## src/rtl/fifo_1r1w_ctl_if.sv

```systemverilog
// rtl/fifo_1r1w_ctl_if.sv - client and memory signal bundle for fifo_1r1w_ctl
interface fifo_1r1w_ctl_if #(
   parameter int BITADDR = 3,
   parameter int BITDATA = 1
);
   logic               ready;
   logic               push;
   logic [BITDATA-1:0] push_din;
   logic               pop;
   logic               pop_vld;
   logic [BITDATA-1:0] pop_dout;
   logic [BITADDR:0]   cnt;
   logic               full;
   logic               empty;
   logic [BITADDR:0]   wmark;
   logic               push_err;
   logic               pop_err;
   logic               mem_ready;
   logic               mem_read;
   logic [BITADDR-1:0] mem_rd_adr;
   logic [BITDATA-1:0] mem_rd_dout;
   logic               mem_write;
   logic [BITADDR-1:0] mem_wr_adr;
   logic [BITDATA-1:0] mem_wr_din;

   // controller view: client commands and memory responses come in
   modport slave (
      input  push, push_din, pop, mem_ready, mem_rd_dout,
      output ready, pop_vld, pop_dout, cnt, full, empty, wmark, push_err, pop_err,
             mem_read, mem_rd_adr, mem_write, mem_wr_adr, mem_wr_din
   );

   // client plus memory view: drives commands and memory responses
   modport master (
      output push, push_din, pop, mem_ready, mem_rd_dout,
      input  ready, pop_vld, pop_dout, cnt, full, empty, wmark, push_err, pop_err,
             mem_read, mem_rd_adr, mem_write, mem_wr_adr, mem_wr_din
   );
endinterface

```

## src/rtl/fifo_1r1w_ctl.sv

```systemverilog
// rtl/fifo_1r1w_ctl.sv - FIFO controller over an external 1R1W memory
module fifo_1r1w_ctl #(
   parameter int NUMADDR    = 8,
   parameter int BITADDR    = 3,
   parameter int BITDATA    = 1,
   parameter int SRAM_DELAY = 0
) (
   input  logic           clk,
   input  logic           rst,
   fifo_1r1w_ctl_if.slave bus
);
   localparam int VLDW   = (SRAM_DELAY > 0) ? SRAM_DELAY : 1;
   localparam int LAST_I = NUMADDR - 1;
   localparam int ONE_I  = 1;
   localparam logic [BITADDR-1:0] LAST_ADR = LAST_I[BITADDR-1:0];
   localparam logic [BITADDR-1:0] ADR_ONE  = ONE_I[BITADDR-1:0];
   localparam logic [BITADDR:0]   FULL_CNT = NUMADDR[BITADDR:0];

   logic [BITADDR-1:0] wr_ptr_q, wr_ptr_d;
   logic [BITADDR-1:0] rd_ptr_q, rd_ptr_d;
   logic [BITADDR:0]   cnt_q, cnt_d;
   logic [BITADDR:0]   wmark_q, wmark_d;
   logic               push_err_q, push_err_d;
   logic               pop_err_q, pop_err_d;
   logic [VLDW-1:0]    vld_q, vld_d;

   logic full_int, empty_int;
   logic push_acc, push_rej, pop_acc, pop_rej;
   logic vld_out;

   // qualify commands against the registered occupancy; a same-cycle pop
   // never makes room for a push and a same-cycle push never feeds a pop
   always_comb begin
      full_int  = (cnt_q == FULL_CNT);
      empty_int = (cnt_q == '0);
      push_acc  = !rst && bus.push && bus.mem_ready && !full_int;
      push_rej  = !rst && bus.push && bus.mem_ready && full_int;
      pop_acc   = !rst && bus.pop  && bus.mem_ready && !empty_int;
      pop_rej   = !rst && bus.pop  && bus.mem_ready && empty_int;
   end

   // next-state for pointers, occupancy, watermark, sticky errors, valid pipe
   always_comb begin
      wr_ptr_d = wr_ptr_q;
      rd_ptr_d = rd_ptr_q;
      if (push_acc) begin
         wr_ptr_d = (wr_ptr_q == LAST_ADR) ? '0 : wr_ptr_q + ADR_ONE;
      end
      if (pop_acc) begin
         rd_ptr_d = (rd_ptr_q == LAST_ADR) ? '0 : rd_ptr_q + ADR_ONE;
      end
      cnt_d      = cnt_q + {{BITADDR{1'b0}}, push_acc} - {{BITADDR{1'b0}}, pop_acc};
      wmark_d    = (cnt_d > wmark_q) ? cnt_d : wmark_q;
      push_err_d = push_err_q | push_rej;
      pop_err_d  = pop_err_q | pop_rej;
      vld_d      = vld_q << 1;
      vld_d[0]   = pop_acc;
   end

   // state registers; reset also flushes in-flight read valids
   always_ff @(posedge clk) begin
      if (rst) begin
         wr_ptr_q   <= '0;
         rd_ptr_q   <= '0;
         cnt_q      <= '0;
         wmark_q    <= '0;
         push_err_q <= 1'b0;
         pop_err_q  <= 1'b0;
         vld_q      <= '0;
      end else begin
         wr_ptr_q   <= wr_ptr_d;
         rd_ptr_q   <= rd_ptr_d;
         cnt_q      <= cnt_d;
         wmark_q    <= wmark_d;
         push_err_q <= push_err_d;
         pop_err_q  <= pop_err_d;
         vld_q      <= vld_d;
      end
   end

   // zero-latency memories return data in the pop cycle itself
   always_comb begin
      if (SRAM_DELAY == 0) begin
         vld_out = pop_acc;
      end else begin
         vld_out = vld_q[VLDW-1] && !rst;
      end
   end

   assign bus.ready      = bus.mem_ready;
   assign bus.mem_write  = push_acc;
   assign bus.mem_wr_adr = push_acc ? wr_ptr_q : '0;
   assign bus.mem_wr_din = push_acc ? bus.push_din : '0;
   assign bus.mem_read   = pop_acc;
   assign bus.mem_rd_adr = pop_acc ? rd_ptr_q : '0;
   assign bus.pop_vld    = vld_out;
   assign bus.pop_dout   = vld_out ? bus.mem_rd_dout : '0;
   assign bus.cnt        = rst ? '0 : cnt_q;
   assign bus.wmark      = rst ? '0 : wmark_q;
   assign bus.full       = !rst && full_int;
   assign bus.empty      = rst || empty_int;
   assign bus.push_err   = !rst && push_err_q;
   assign bus.pop_err    = !rst && pop_err_q;
endmodule
```

## src/flat_wrapper.sv

```systemverilog
// flat-port wrapper written by rule: the top's interface ports become plain ports
module fifo_1r1w_ctl_flat 
#(
   parameter int NUMADDR    = 8,
   parameter int BITADDR    = 3,
   parameter int BITDATA    = 1,
   parameter int SRAM_DELAY = 0
)
  (clk, rst, bus_push, bus_push_din, bus_pop, bus_mem_ready, bus_mem_rd_dout, bus_ready, bus_pop_vld, bus_pop_dout, bus_cnt, bus_full, bus_empty, bus_wmark, bus_push_err, bus_pop_err, bus_mem_read, bus_mem_rd_adr, bus_mem_write, bus_mem_wr_adr, bus_mem_wr_din);
  fifo_1r1w_ctl_if #(.BITADDR(BITADDR), .BITDATA(BITDATA)) bus_i ();
  input  logic clk;
  input  logic rst;
  input wire logic [$bits(bus_i.push)-1:0] bus_push;
  input wire logic [$bits(bus_i.push_din)-1:0] bus_push_din;
  input wire logic [$bits(bus_i.pop)-1:0] bus_pop;
  input wire logic [$bits(bus_i.mem_ready)-1:0] bus_mem_ready;
  input wire logic [$bits(bus_i.mem_rd_dout)-1:0] bus_mem_rd_dout;
  output wire logic [$bits(bus_i.ready)-1:0] bus_ready;
  output wire logic [$bits(bus_i.pop_vld)-1:0] bus_pop_vld;
  output wire logic [$bits(bus_i.pop_dout)-1:0] bus_pop_dout;
  output wire logic [$bits(bus_i.cnt)-1:0] bus_cnt;
  output wire logic [$bits(bus_i.full)-1:0] bus_full;
  output wire logic [$bits(bus_i.empty)-1:0] bus_empty;
  output wire logic [$bits(bus_i.wmark)-1:0] bus_wmark;
  output wire logic [$bits(bus_i.push_err)-1:0] bus_push_err;
  output wire logic [$bits(bus_i.pop_err)-1:0] bus_pop_err;
  output wire logic [$bits(bus_i.mem_read)-1:0] bus_mem_read;
  output wire logic [$bits(bus_i.mem_rd_adr)-1:0] bus_mem_rd_adr;
  output wire logic [$bits(bus_i.mem_write)-1:0] bus_mem_write;
  output wire logic [$bits(bus_i.mem_wr_adr)-1:0] bus_mem_wr_adr;
  output wire logic [$bits(bus_i.mem_wr_din)-1:0] bus_mem_wr_din;
  assign bus_i.push = bus_push;
  assign bus_i.push_din = bus_push_din;
  assign bus_i.pop = bus_pop;
  assign bus_i.mem_ready = bus_mem_ready;
  assign bus_i.mem_rd_dout = bus_mem_rd_dout;
  assign bus_ready = bus_i.ready;
  assign bus_pop_vld = bus_i.pop_vld;
  assign bus_pop_dout = bus_i.pop_dout;
  assign bus_cnt = bus_i.cnt;
  assign bus_full = bus_i.full;
  assign bus_empty = bus_i.empty;
  assign bus_wmark = bus_i.wmark;
  assign bus_push_err = bus_i.push_err;
  assign bus_pop_err = bus_i.pop_err;
  assign bus_mem_read = bus_i.mem_read;
  assign bus_mem_rd_adr = bus_i.mem_rd_adr;
  assign bus_mem_write = bus_i.mem_write;
  assign bus_mem_wr_adr = bus_i.mem_wr_adr;
  assign bus_mem_wr_din = bus_i.mem_wr_din;
  fifo_1r1w_ctl #(.NUMADDR(NUMADDR), .BITADDR(BITADDR), .BITDATA(BITDATA), .SRAM_DELAY(SRAM_DELAY)) u_core (.clk(clk), .rst(rst), .bus(bus_i));
endmodule
```

## config.mk

```make
export PLATFORM = sky130hd
export DESIGN_NAME = fifo_1r1w_ctl_flat
export DESIGN_NICKNAME = d
export VERILOG_FILES = /design/src/rtl/fifo_1r1w_ctl_if.sv /design/src/rtl/fifo_1r1w_ctl.sv /design/src/flat_wrapper.sv
export SDC_FILE = /design/constraint.sdc
export NUM_CORES = 1
export LEC_CHECK = 0
export CAP_MARGIN = 5
export CORE_ASPECT_RATIO = 1.1
export CORE_UTILIZATION = 45
export DETAILED_ROUTE_END_ITERATION = 12
export PLACE_DENSITY = 0.82
export RECOVER_POWER = 50
export SETUP_SLACK_MARGIN = 0.2
export SKIP_CTS_REPAIR_TIMING = 1
export SLEW_MARGIN = 15
export SYNTH_ARGS = -nofsm -noshare
export SYNTH_HDL_FRONTEND = slang
export SYNTH_SLANG_ARGS = --single-unit
```

## constraint.sdc

```tcl
create_clock -name clk -period 3.6 [get_ports clk]
set_input_delay 0.54 -clock clk [delete_from_list [all_inputs] [get_ports clk]]
set_output_delay 0.54 -clock clk [all_outputs]
set_load 0.005 [all_outputs]
```

==> results.yml <==
detailed_routing:
  drtIter0Drc: 6
  dr.pass1.iters: 4
  drcViolationCount: 0
  vias_per_cell: 4.93
  vias: 862
  wl_per_cell_um: 12.6
  wirelength_um: 2210
  ant_nets: 0
layout:
  final_cell_mix: "clkdlybuf4s50_1, nor2_1, dfxtp_1"
  final_util_pct: 68.2
  fin_cells: 175
  drive_above_1_share_pct: 11.6
  areaGrowthSynthToFinish_pct: 39.6
  final_common_cell: "clkdlybuf4s50_1"
  final_area_um2: 1390
  nets: 169
  n_antenna_cell: 0
setup_path:
  r2r_slack_ns: 0.47
  worstRegToRegCells: 14
  critical_path_class: "in -> reg"
  worstReg2RegEnd: "u_core.wmark_q[1]"
  r2r-start: "u_core.cnt_q[2]"
  cp-end-kind: "flop"
  cp_max_fo: 4
  worstPathArrival_ns: 3.51
  crit_path_start_kind: "primary input"
  cp.required_ns: 3.79
synthesis:
  synth-seq-cells: 16
  yosysTopAreaCellShare_pct: 32.1
  synth.largest_area_cell: "dfxtp_1"
  yosysSeqAreaShare_pct: 32.1
  synth-edff-count: 0
  post_synth.cell_area_avg_um2: 9.07
  netlist_area_um2: 997
  synth.distinct_cells: 25
  yosysWarnings: 0
  syn_nets: 131
  syn_inst: 110
  synth_area_leaders: "dfxtp_1, ha_1, nor2_1, and2_1, mux2i_1"
  synth-async-reset-ratio_pct: 0
  synth-main-ff-cell: "dfxtp_1"
floorplan:
  rows: 17
  io_pins: 31
  core_area_um2: 2040
  die_area_um2: 2410
  fp.dieW_um: 46.9
  initial_core_util_pct: 48.8
  die_y_um: 51.4
timing:
  period_share_pct: 92.2
  relSlewSlack_pct: 53.8
  hold_viol: 0
  final-max-slew-violation-count: 0
  skew_ns: 0.00436
  setup_viol: 0
  tightest_slew_ns: 0.693
  worst_slack_ns: 0.281
  fmax_ghz: 0.301
  rsz0062_at_grt: "true"
  finalCriticalPeriod_ns: 3.32
placed_design:
  post-place-ws_ns: -0.136
  port_buffers: 30
  placed_area_um2: 1350
  placed_cells_incl_taps: 170
  place_hpwl_um: 1660
  gp_congestion: 0.734
clocking:
  tritoncts: "yes"
  h-tree-depth: 1
  clock_sinks: 16
  clk_path_buf_depth: 2
  clkTransAtPathRegs_ns: 0.10
  insertion_delay_ns: 0.29
  cts_buffers: 3
  cts_root_buf: "clkbuf_4"
pwr:
  leakage_uw: 0.000611
  irDropWorstVdd_uv: 629
  power_density_nw_per_um2: 693
  power_uw: 964
global_route:
  antenna_found_initial: 0
  grt.overflow.total: 0
  grt_max_degree: 18
  track_usage_pct: 19.8
  grt_pass1_vias: 839
  grt_pass1_wl_um: 3420
status:
  status: "finished, final reports clean"
run:
  cap_violations: 0
min_path:
  hold_path_class: "reg -> reg"
  hp-start: "u_core.wr_ptr_q[1]"
  min_delay_path_depth: 2
  min_to: "u_core.wr_ptr_q[1]"
==> worst max path at each step <==
stage,start,endpoint,depth (start not counted),slack [ns]
after detailed placement,rst,u_core.wmark_q[1],14,-0.14
after global placement,rst,u_core.wmark_q[1],14,0.005
after global routing,bus_push,u_core.wmark_q[1],14,0.12
final,bus_push,u_core.wmark_q[1],14,0.28
after CTS,rst,u_core.wmark_q[1],14,0.15
after floorplan,rst,u_core.wmark_q[0],14,0.46
==> cells in the mapped netlist (2+ instances only) <==
cell type and count:
dfxtp_1 16, nor2_1 16, ha_1 13, and2_1 8, inv_1 8, a21oi_1 7, nor2b_1 6, buf_4 4
mux2i_1 4, nand2b_1 4, nand3b_1 4, mux2_2 3, buf_2 2, nand2_1 2, o21bai_1 2, xor2_1 2
==> layer usage <==
metal  part of all wire, %  track usage [%]
met4                   1.2             7.14
met5                     0                0
met2                    56             39.1
met3                   4.1             2.12
met1                    39             19.8
==> registers in the layout, summed over array words and instances (netlist names) <==
register / flops
u_core.cnt_q: 4
u_core.wmark_q: 4
u_core.rd_ptr_q: 3
u_core.wr_ptr_q: 3
u_core.pop_err_q: 1
u_core.push_err_q: 1
==> worst max-delay path: stages <==
cell	delay, ns
clkdlybuf4s50_1	0.48
nand3b_1	0.12
a21oi_1	0.24
nand2b_1	0.16
ha_1	0.23
a21o_1	0.19
a21oi_2	0.16
xnor2_2	0.14
inv_1	0.06
ha_1	0.29
and2_4	0.16
o21ai_1	0.09
a32oi_2	0.26
mux2_2	0.37
==> power by group <==
| part | total (uW) | internal, uW | switching (uW) | leakage, uW |
|---|---|---|---|---|
| sequential | 228 | 214 | 14.8 | 0.000130 |
| combinational | 615 | 324 | 291 | 0.000460 |
| clock | 121 | 61.7 | 59.6 | 0.0000210 |
| total | 964 | 599 | 366 | 0.000611 |
==> final cells by class <==
type / instances / area, um^2
multi-input cells: 80 / 618
well taps: 28 / 35.0
repair buffers: 39 / 353
clock buffers: 4 / 36.3
fillers: 180 / 649
flip-flops and latches: 16 / 320
inverters: 8 / 30.0
==> stage by stage <==
step / hold slack (ns) / setup TNS, ns
2_1_floorplan: 0.457 / 0
3_3_place_gp: 0.466 / 0
3_5_place_dp: 0.479 / -0.429
4_1_cts: 0.494 / 0
5_1_grt: 0.508 / 0
6_report: 0.492 / 0
==> cell families (layout without fill, tap and decap cells) <==
kind of cell | count (synthesis) | after routing | share of synthesized area (%)
flops | 16 | 16 | 32.1
mux | 7 | 7 | 7.40
buf+inv | 14 | 51 | 7.03
xor+xnor | 3 | 3 | 2.64
simple gates | 43 | 43 | 23.6
fa+ha+maj | 14 | 14 | 18.3
compound gates | 13 | 13 | 8.91
(Power assumes the default switching activity.)
